$ cat config.mk
export PLATFORM = sky130hd
export DESIGN_NAME = aes_round_sched
export DESIGN_NICKNAME = d
export VERILOG_FILES = /design/src/rtl/aes_round_sched.sv
export SDC_FILE = /design/constraint.sdc
export NUM_CORES = 1
export LEC_CHECK = 0
export CAP_MARGIN = 0
export CORE_AREA = 8 8 301 303
export CTS_CLUSTER_DIAMETER = 50
export CTS_CLUSTER_SIZE = 24
export DETAILED_ROUTE_END_ITERATION = 6
export DIE_AREA = 0 0 309 311
export GPL_TIMING_DRIVEN = 0
export HOLD_SLACK_MARGIN = 0.06
export PLACE_DENSITY = 0.41
export REMOVE_ABC_BUFFERS = 1
export SLEW_MARGIN = 25
export SYNTH_ARGS = -nofsm -noshare
export SYNTH_HDL_FRONTEND = slang
export SYNTH_SLANG_ARGS = --single-unit
$ cat constraint.sdc
create_clock -name clk -period 10.2 [get_ports clk]
set_clock_uncertainty 0.1 [all_clocks]
set_input_delay 2.04 -clock clk [delete_from_list [all_inputs] [get_ports clk]]
set_output_delay 2.04 -clock clk [all_outputs]
set_load 0.05 [all_outputs]
$ cat src/rtl/aes_round_sched.sv
// Iterative AES-128 encryption sequencer: drives one shared round datapath NR times,
// then applies the last round key and returns the ciphertext over valid/ready.
module aes_round_sched #(
  parameter int unsigned NR   = 10,
  parameter int unsigned IDXW = 4
) (
  input  logic            clk,
  input  logic            rst,
  input  logic            in_valid,
  output logic            in_ready,
  input  logic [127:0]    in_data,
  input  logic            key_valid,
  output logic [IDXW-1:0] key_idx,
  input  logic [127:0]    key_in,
  output logic [127:0]    rnd_state_out,
  output logic [127:0]    rnd_key_out,
  output logic            rnd_final,
  input  logic [127:0]    rnd_result_in,
  output logic            out_valid,
  input  logic            out_ready,
  output logic [127:0]    out_data,
  output logic            busy,
  output logic [IDXW-1:0] rnd_cnt
);

  localparam logic [IDXW-1:0] LAST_IDX = IDXW'(NR - 1);
  localparam logic [IDXW-1:0] FIN_IDX  = IDXW'(NR);

  typedef enum logic [1:0] {
    S_IDLE,
    S_RUN,
    S_FIN,
    S_DONE
  } fsm_e;

  fsm_e            fsm_q, fsm_d;
  logic [127:0]    state_q, state_d;
  logic [127:0]    out_data_q, out_data_d;
  logic [IDXW-1:0] rnd_cnt_q, rnd_cnt_d;

  always_ff @(posedge clk or posedge rst) begin
    if (rst) begin
      fsm_q      <= S_IDLE;
      state_q    <= '0;
      out_data_q <= '0;
      rnd_cnt_q  <= '0;
    end else begin
      fsm_q      <= fsm_d;
      state_q    <= state_d;
      out_data_q <= out_data_d;
      rnd_cnt_q  <= rnd_cnt_d;
    end
  end

  // Next-state and output decode; every key_valid-low cycle simply holds all state.
  always_comb begin
    fsm_d      = fsm_q;
    state_d    = state_q;
    out_data_d = out_data_q;
    rnd_cnt_d  = rnd_cnt_q;
    in_ready   = 1'b0;
    key_idx    = '0;
    rnd_final  = 1'b0;
    out_valid  = 1'b0;
    busy       = 1'b0;

    unique case (fsm_q)
      S_IDLE: begin
        in_ready = 1'b1;
        if (in_valid) begin
          state_d   = in_data;
          rnd_cnt_d = '0;
          fsm_d     = S_RUN;
        end
      end
      S_RUN: begin
        busy      = 1'b1;
        key_idx   = rnd_cnt_q;
        rnd_final = (rnd_cnt_q == LAST_IDX);
        if (key_valid) begin
          state_d = rnd_result_in;
          if (rnd_cnt_q == LAST_IDX) begin
            fsm_d = S_FIN;
          end else begin
            rnd_cnt_d = rnd_cnt_q + IDXW'(1);
          end
        end
      end
      S_FIN: begin
        busy    = 1'b1;
        key_idx = FIN_IDX;
        if (key_valid) begin
          out_data_d = state_q ^ key_in;
          fsm_d      = S_DONE;
        end
      end
      S_DONE: begin
        key_idx   = FIN_IDX;
        out_valid = 1'b1;
        if (out_ready) begin
          fsm_d = S_IDLE;
        end
      end
      default: fsm_d = S_IDLE;
    endcase
  end

  assign rnd_state_out = state_q;
  assign rnd_key_out   = key_in;
  assign out_data      = out_data_q;
  assign rnd_cnt       = rnd_cnt_q;

endmodule

== Word-level counts from Yosys, hierarchy flattened ==
Index checks and enable logic that the tools add are counted.
Operators by class
  mux-type cells: 18
  add/sub/neg operators: 1
  equal/unequal tests: 10
  bitwise logic cells: 1
  reductions and logical operators: 8
Operators by type and width (count)
  $mux W128: 2
  $pmux W128 S2: 1
  $xor A128 B128 Y128: 1
  $pmux W4 S2: 2
  $mux W4: 3
  $ne A2 B2 Y1 const B: 6
  $mux W2: 5
  $pmux W2 S4: 1
  $reduce_and A5 Y1: 1
  $add A4 B1 Y4 const B: 1
  $eq A2 B2 Y1 const B: 2
  $eq A4 B4 Y1 const B: 1
  $mux W1: 4
  $reduce_and A4 Y1: 1
  $reduce_or A2 Y1: 2
  $reduce_and A3 Y1: 1
  $eq A2 B1 Y1 const B: 1
  $logic_not A2 Y1: 1
  $reduce_and A2 Y1: 1
  $reduce_bool A2 Y1: 1
Storage, ports and cells
  output and inout port bits: 396
  bits in registers: 262
  word-level logic and storage cells: 42

== Longest topological paths before layout ==
  depth after elaboration: 4
  gate-level depth with buffers: 8
  mapped depth without buffers: 5

== Worst setup path before layout ==
Ideal clock, no wire load.
  path kind: input to output
  start point: in key_in[0]
  end point: out rnd_key_out[0]
  cell stages on the path: 1
  required time: 8.060 ns
  arrival time: 2.210 ns
  path slack: 5.850 ns
  buffers on the path: 1
  cell sequence: buf_4
RTL lines
  start: declaration: line 14  | input logic [127:0] key_in,
  end: declaration: line 16  | output logic [127:0] rnd_key_out,
No word-level cell between the ends.

== Final worst setup path ==
  start point: in key_in[109]
  end point: out rnd_key_out[109]
No word-level cell between the ends.

==> impl_metrics.env <==
export IMPL_run_status="complete, no violations"
export IMPL_post_synth_inst_count=1136
export IMPL_worstReg2RegStart="fsm_q[1]$_DFFE_PP0P_"
export IMPL_grt_busiest_layer="met2"
export IMPL_drive_above_1_share_pct=18.83
export IMPL_yosysUniqueCellTypes=29
export IMPL_critPathSlowestCell="clkdlybuf4s50_1"
export IMPL_max_slew_worst_pin_slew_ns=0.8268
export IMPL_async_reset_ff_share_pct=100.0
export IMPL_global_route_wire_length_before_repair_mm=82.32
export IMPL_grtUsageMet3_pct=3.884
export IMPL_synth_edf_count=0
export IMPL_layout_area_overhead_vs_synth_pct=77.49
export IMPL_synth_largest_area_cell="dfrtp_1"
export IMPL_starting_utilization_of_the_core_area_pct=15.50
export IMPL_synth_top_cells_by_area="dfrtp_1 49%, mux2_2 20%, xnor2_1 8.4%"
export IMPL_clock_sink_count=262
export IMPL_rrSetupSlack_ns=6.94
export IMPL_critical_path_class="primary input to output port"
export IMPL_max_cap_viol_count=0
export IMPL_post_cts_resize_count=0
export IMPL_cellPowerDensity_nw_per_um2=386.0
export IMPL_hpwlAfterDp_mm=45.94
export IMPL_hold_worst_slack_ns=0.4191
export IMPL_timing_critical_path_buf_inv=2
export IMPL_area_of_the_mapped_netlist_um2=13320
export IMPL_worst_path_most_repeated_cell="clkdlybuf4s50_1"
export IMPL_cts_tree="done"
export IMPL_cp_required_ns=8.06
export IMPL_p_total_mw=9.129
export IMPL_nNetsFinal=2200
export IMPL_holdBufCountCts=0
export IMPL_clock_tree_root_cell="clkbuf_16"
export IMPL_worst_path_max_fanout=2
export IMPL_worst_r2r_endpoint="rnd_state_out[22]$_DFFE_PP0P_"
export IMPL_finalCriticalPeriod_ns=5.689
export IMPL_clk_path_buf_depth=3
export IMPL_setup_violations=0
export IMPL_viasPerCell=3.565
export IMPL_ant_nets=0
export IMPL_hold_viol_final=0
export IMPL_drc=0
export IMPL_die_area_um2=96100
export IMPL_yosysTopAreaCellShare_pct=49.21
export IMPL_synth_ff_type="dfrtp_1"
export IMPL_overflow=0
export IMPL_ys_ff_latch=262
export IMPL_crit_path_end_kind="output port"
export IMPL_synth_commonest_cells="262 x dfrtp_1, 234 x mux2_2, 143 x buf_4, 132 x nor2_1, 130 x a21oi_1"
export IMPL_p_seq_share_pct=21.7
export IMPL_worst_setup_path_start_kind="primary input"
export IMPL_finalCoreUtilization_pct=27.52
export IMPL_hold_path_class="flip-flop to flip-flop"
export IMPL_unrepaired_setup_endpoints_after_global_routing="no"
export IMPL_p_sw_mw=4.260
export IMPL_std_cell_rows=108
export IMPL_slew_viol_final=0
export IMPL_crit_arrival_ns=3.55
export IMPL_worstSkewPairLatency_ns=0.55
export IMPL_cts_buffers=49
export IMPL_hold_path_startpoint="out_data[20]$_DFFE_PP0P_"
export IMPL_maxClockFrequency_mhz=175.8
export IMPL_via_count_of_the_first_global_routing_pass=12130
export IMPL_power_share_clock_pct=19.3
export IMPL_drt_iter0_drc=299
export IMPL_post_cts_setup_buffers=0
export IMPL_io_pins=785
export IMPL_antenna_violations_before_repair=3
export IMPL_power_share_combinational_pct=59.1
export IMPL_yosys_warnings=0
export IMPL_cpLargestDelayFamily="buffers and inverters"
export IMPL_grt_met2_usage_pct=20.99
export IMPL_placement_cell_area_um2=21850
export IMPL_core_ar_um2=85940
export IMPL_final_design_area_no_fill_um2=23650
export IMPL_grt_start_max_net_pins=90
export IMPL_critical_path_max_stage_delay_ns=0.88
export IMPL_cp_cell_instances="clkdlybuf4s50_1 -> clkdlybuf4s50_1"
export IMPL_htree_levels=2
export IMPL_wirelength_mm=57.10
export IMPL_total_leakage_power_nw=8.961
export IMPL_routed_wire_length_per_instance_um=19.03
export IMPL_place_port_buffers=784
export IMPL_hold_end="out_data[20]$_DFFE_PP0P_"
export IMPL_reg2reg_depth=10
export IMPL_finalCritPeriodShare_pct=55.78
export IMPL_yosys_cell_count_top_type="dfrtp_1"
export IMPL_grt_usage_pct=11.29
export IMPL_timing_max_slew_rel_slack_pct=44.70
export IMPL_gp_congestion=0.7946
export IMPL_drt_pass1_iter_count=4
export IMPL_synth_sequential_area_ratio_pct=49.21
export IMPL_power_share_switching_pct=46.66
export IMPL_die_height_um=311
export IMPL_synthesis_area_per_instance_um2=11.73
export IMPL_timing_setup_tns_ns=0
export IMPL_fp_dieW_um=309
export IMPL_power_internal_mw=4.869
export IMPL_worst_setup_hold_path_clk_slew_ns=0.04
export IMPL_use_met1_pct=11.68
export IMPL_total_number_of_vias=10700
export IMPL_hold_path_cell_count=2
export IMPL_vdd_drop_max_v=0.0001542
power groups by stage:
| stage | clock, mW | combinational, mW | sequential [mW] |
|---|---|---|---|
| 6_report | 1.76 | 5.39 | 1.98 |
| 2_1_floorplan | 0 | 1.65 | 3.75 |
| 3_3_place_gp | 0 | 5.56 | 1.99 |
| 3_5_place_dp | 0 | 5.48 | 2.00 |
| 4_1_cts | 1.84 | 5.50 | 1.99 |
| 5_1_grt | 1.88 | 5.68 | 2.07 |
per-stage QoR:
stage / setup slack (ns) / cells
floorplan: -0.1499 / 950
global placement: -8.041 / 2889
detailed placement: 4.500 / 2907
CTS: 4.495 / 2998
global route: 4.523 / 3000
finish: 4.511 / 3001
kinds of logic (layout without fill, tap and decap cells):
family / count (synthesis) / after routing / synth area share [%]
mux: 262 / 262 / 22.11
flops: 262 / 262 / 49.21
buf+inv: 190 / 897 / 9.644
simple gates: 151 / 151 / 4.620
compound gates: 135 / 135 / 5.259
xor+xnor: 128 / 128 / 8.414
fa+ha+maj: 8 / 8 / 0.7513
other cells: 0 / 3 / 0
per-layer routing:
metal	wire (um)	part of all wire, %
met3	4835	8.5
met2	30050	53
met4	1672	2.9
met5	13	0.023
met1	20530	36
layout by cell type (no fill, tap or decap), types with 4 or more instances in the layout:
cell and count:
xnor2_1 128, clkbuf_8 10, mux2_2 234, clkinvlp_4 5, mux2_1 24, a21oi_1 130, nor2_1 131, clkbuf_16 51
clkinv_2 9, dfrtp_1 262, clkdlybuf4s50_1 784, mux2i_1 4, nor2b_1 4, bufinv_16 8, buf_16 15, ha_1 7
sequential cells by signal (all words and copies together), names as in the netlist:
register       flops
out_data         128
rnd_state_out    128
rnd_cnt            4
fsm_q              2
layout make-up:
type	count	area, um2
diodes	3	7.507
clock buffers	64	1425
clock inverters	27	366.6
fillers	8984	62290
inverters	4	22.52
multi-input cells	684	5505
flip-flops and latches	262	6556
well taps	1155	1445
repair buffers	802	8320
how the worst max path moves through the flow:
stage | cells after the start | slack [ns] | startpoint | endpoint
finish | 2 | 4.51 | key_in[109] | rnd_key_out[109]
global route | 2 | 4.52 | key_in[71] | rnd_key_out[71]
CTS | 2 | 4.50 | key_in[109] | rnd_key_out[109]
detailed placement | 2 | 4.50 | key_in[109] | rnd_key_out[109]
global placement | 5 | -8.04 | fsm_q[1]$_DFFE_PP0P_ | rnd_state_out[81]$_DFFE_PP0P_
floorplan | 5 | -0.15 | fsm_q[1]$_DFFE_PP0P_ | rnd_state_out[0]$_DFFE_PP0P_
Note: power is estimated with default switching activity, not from simulation.
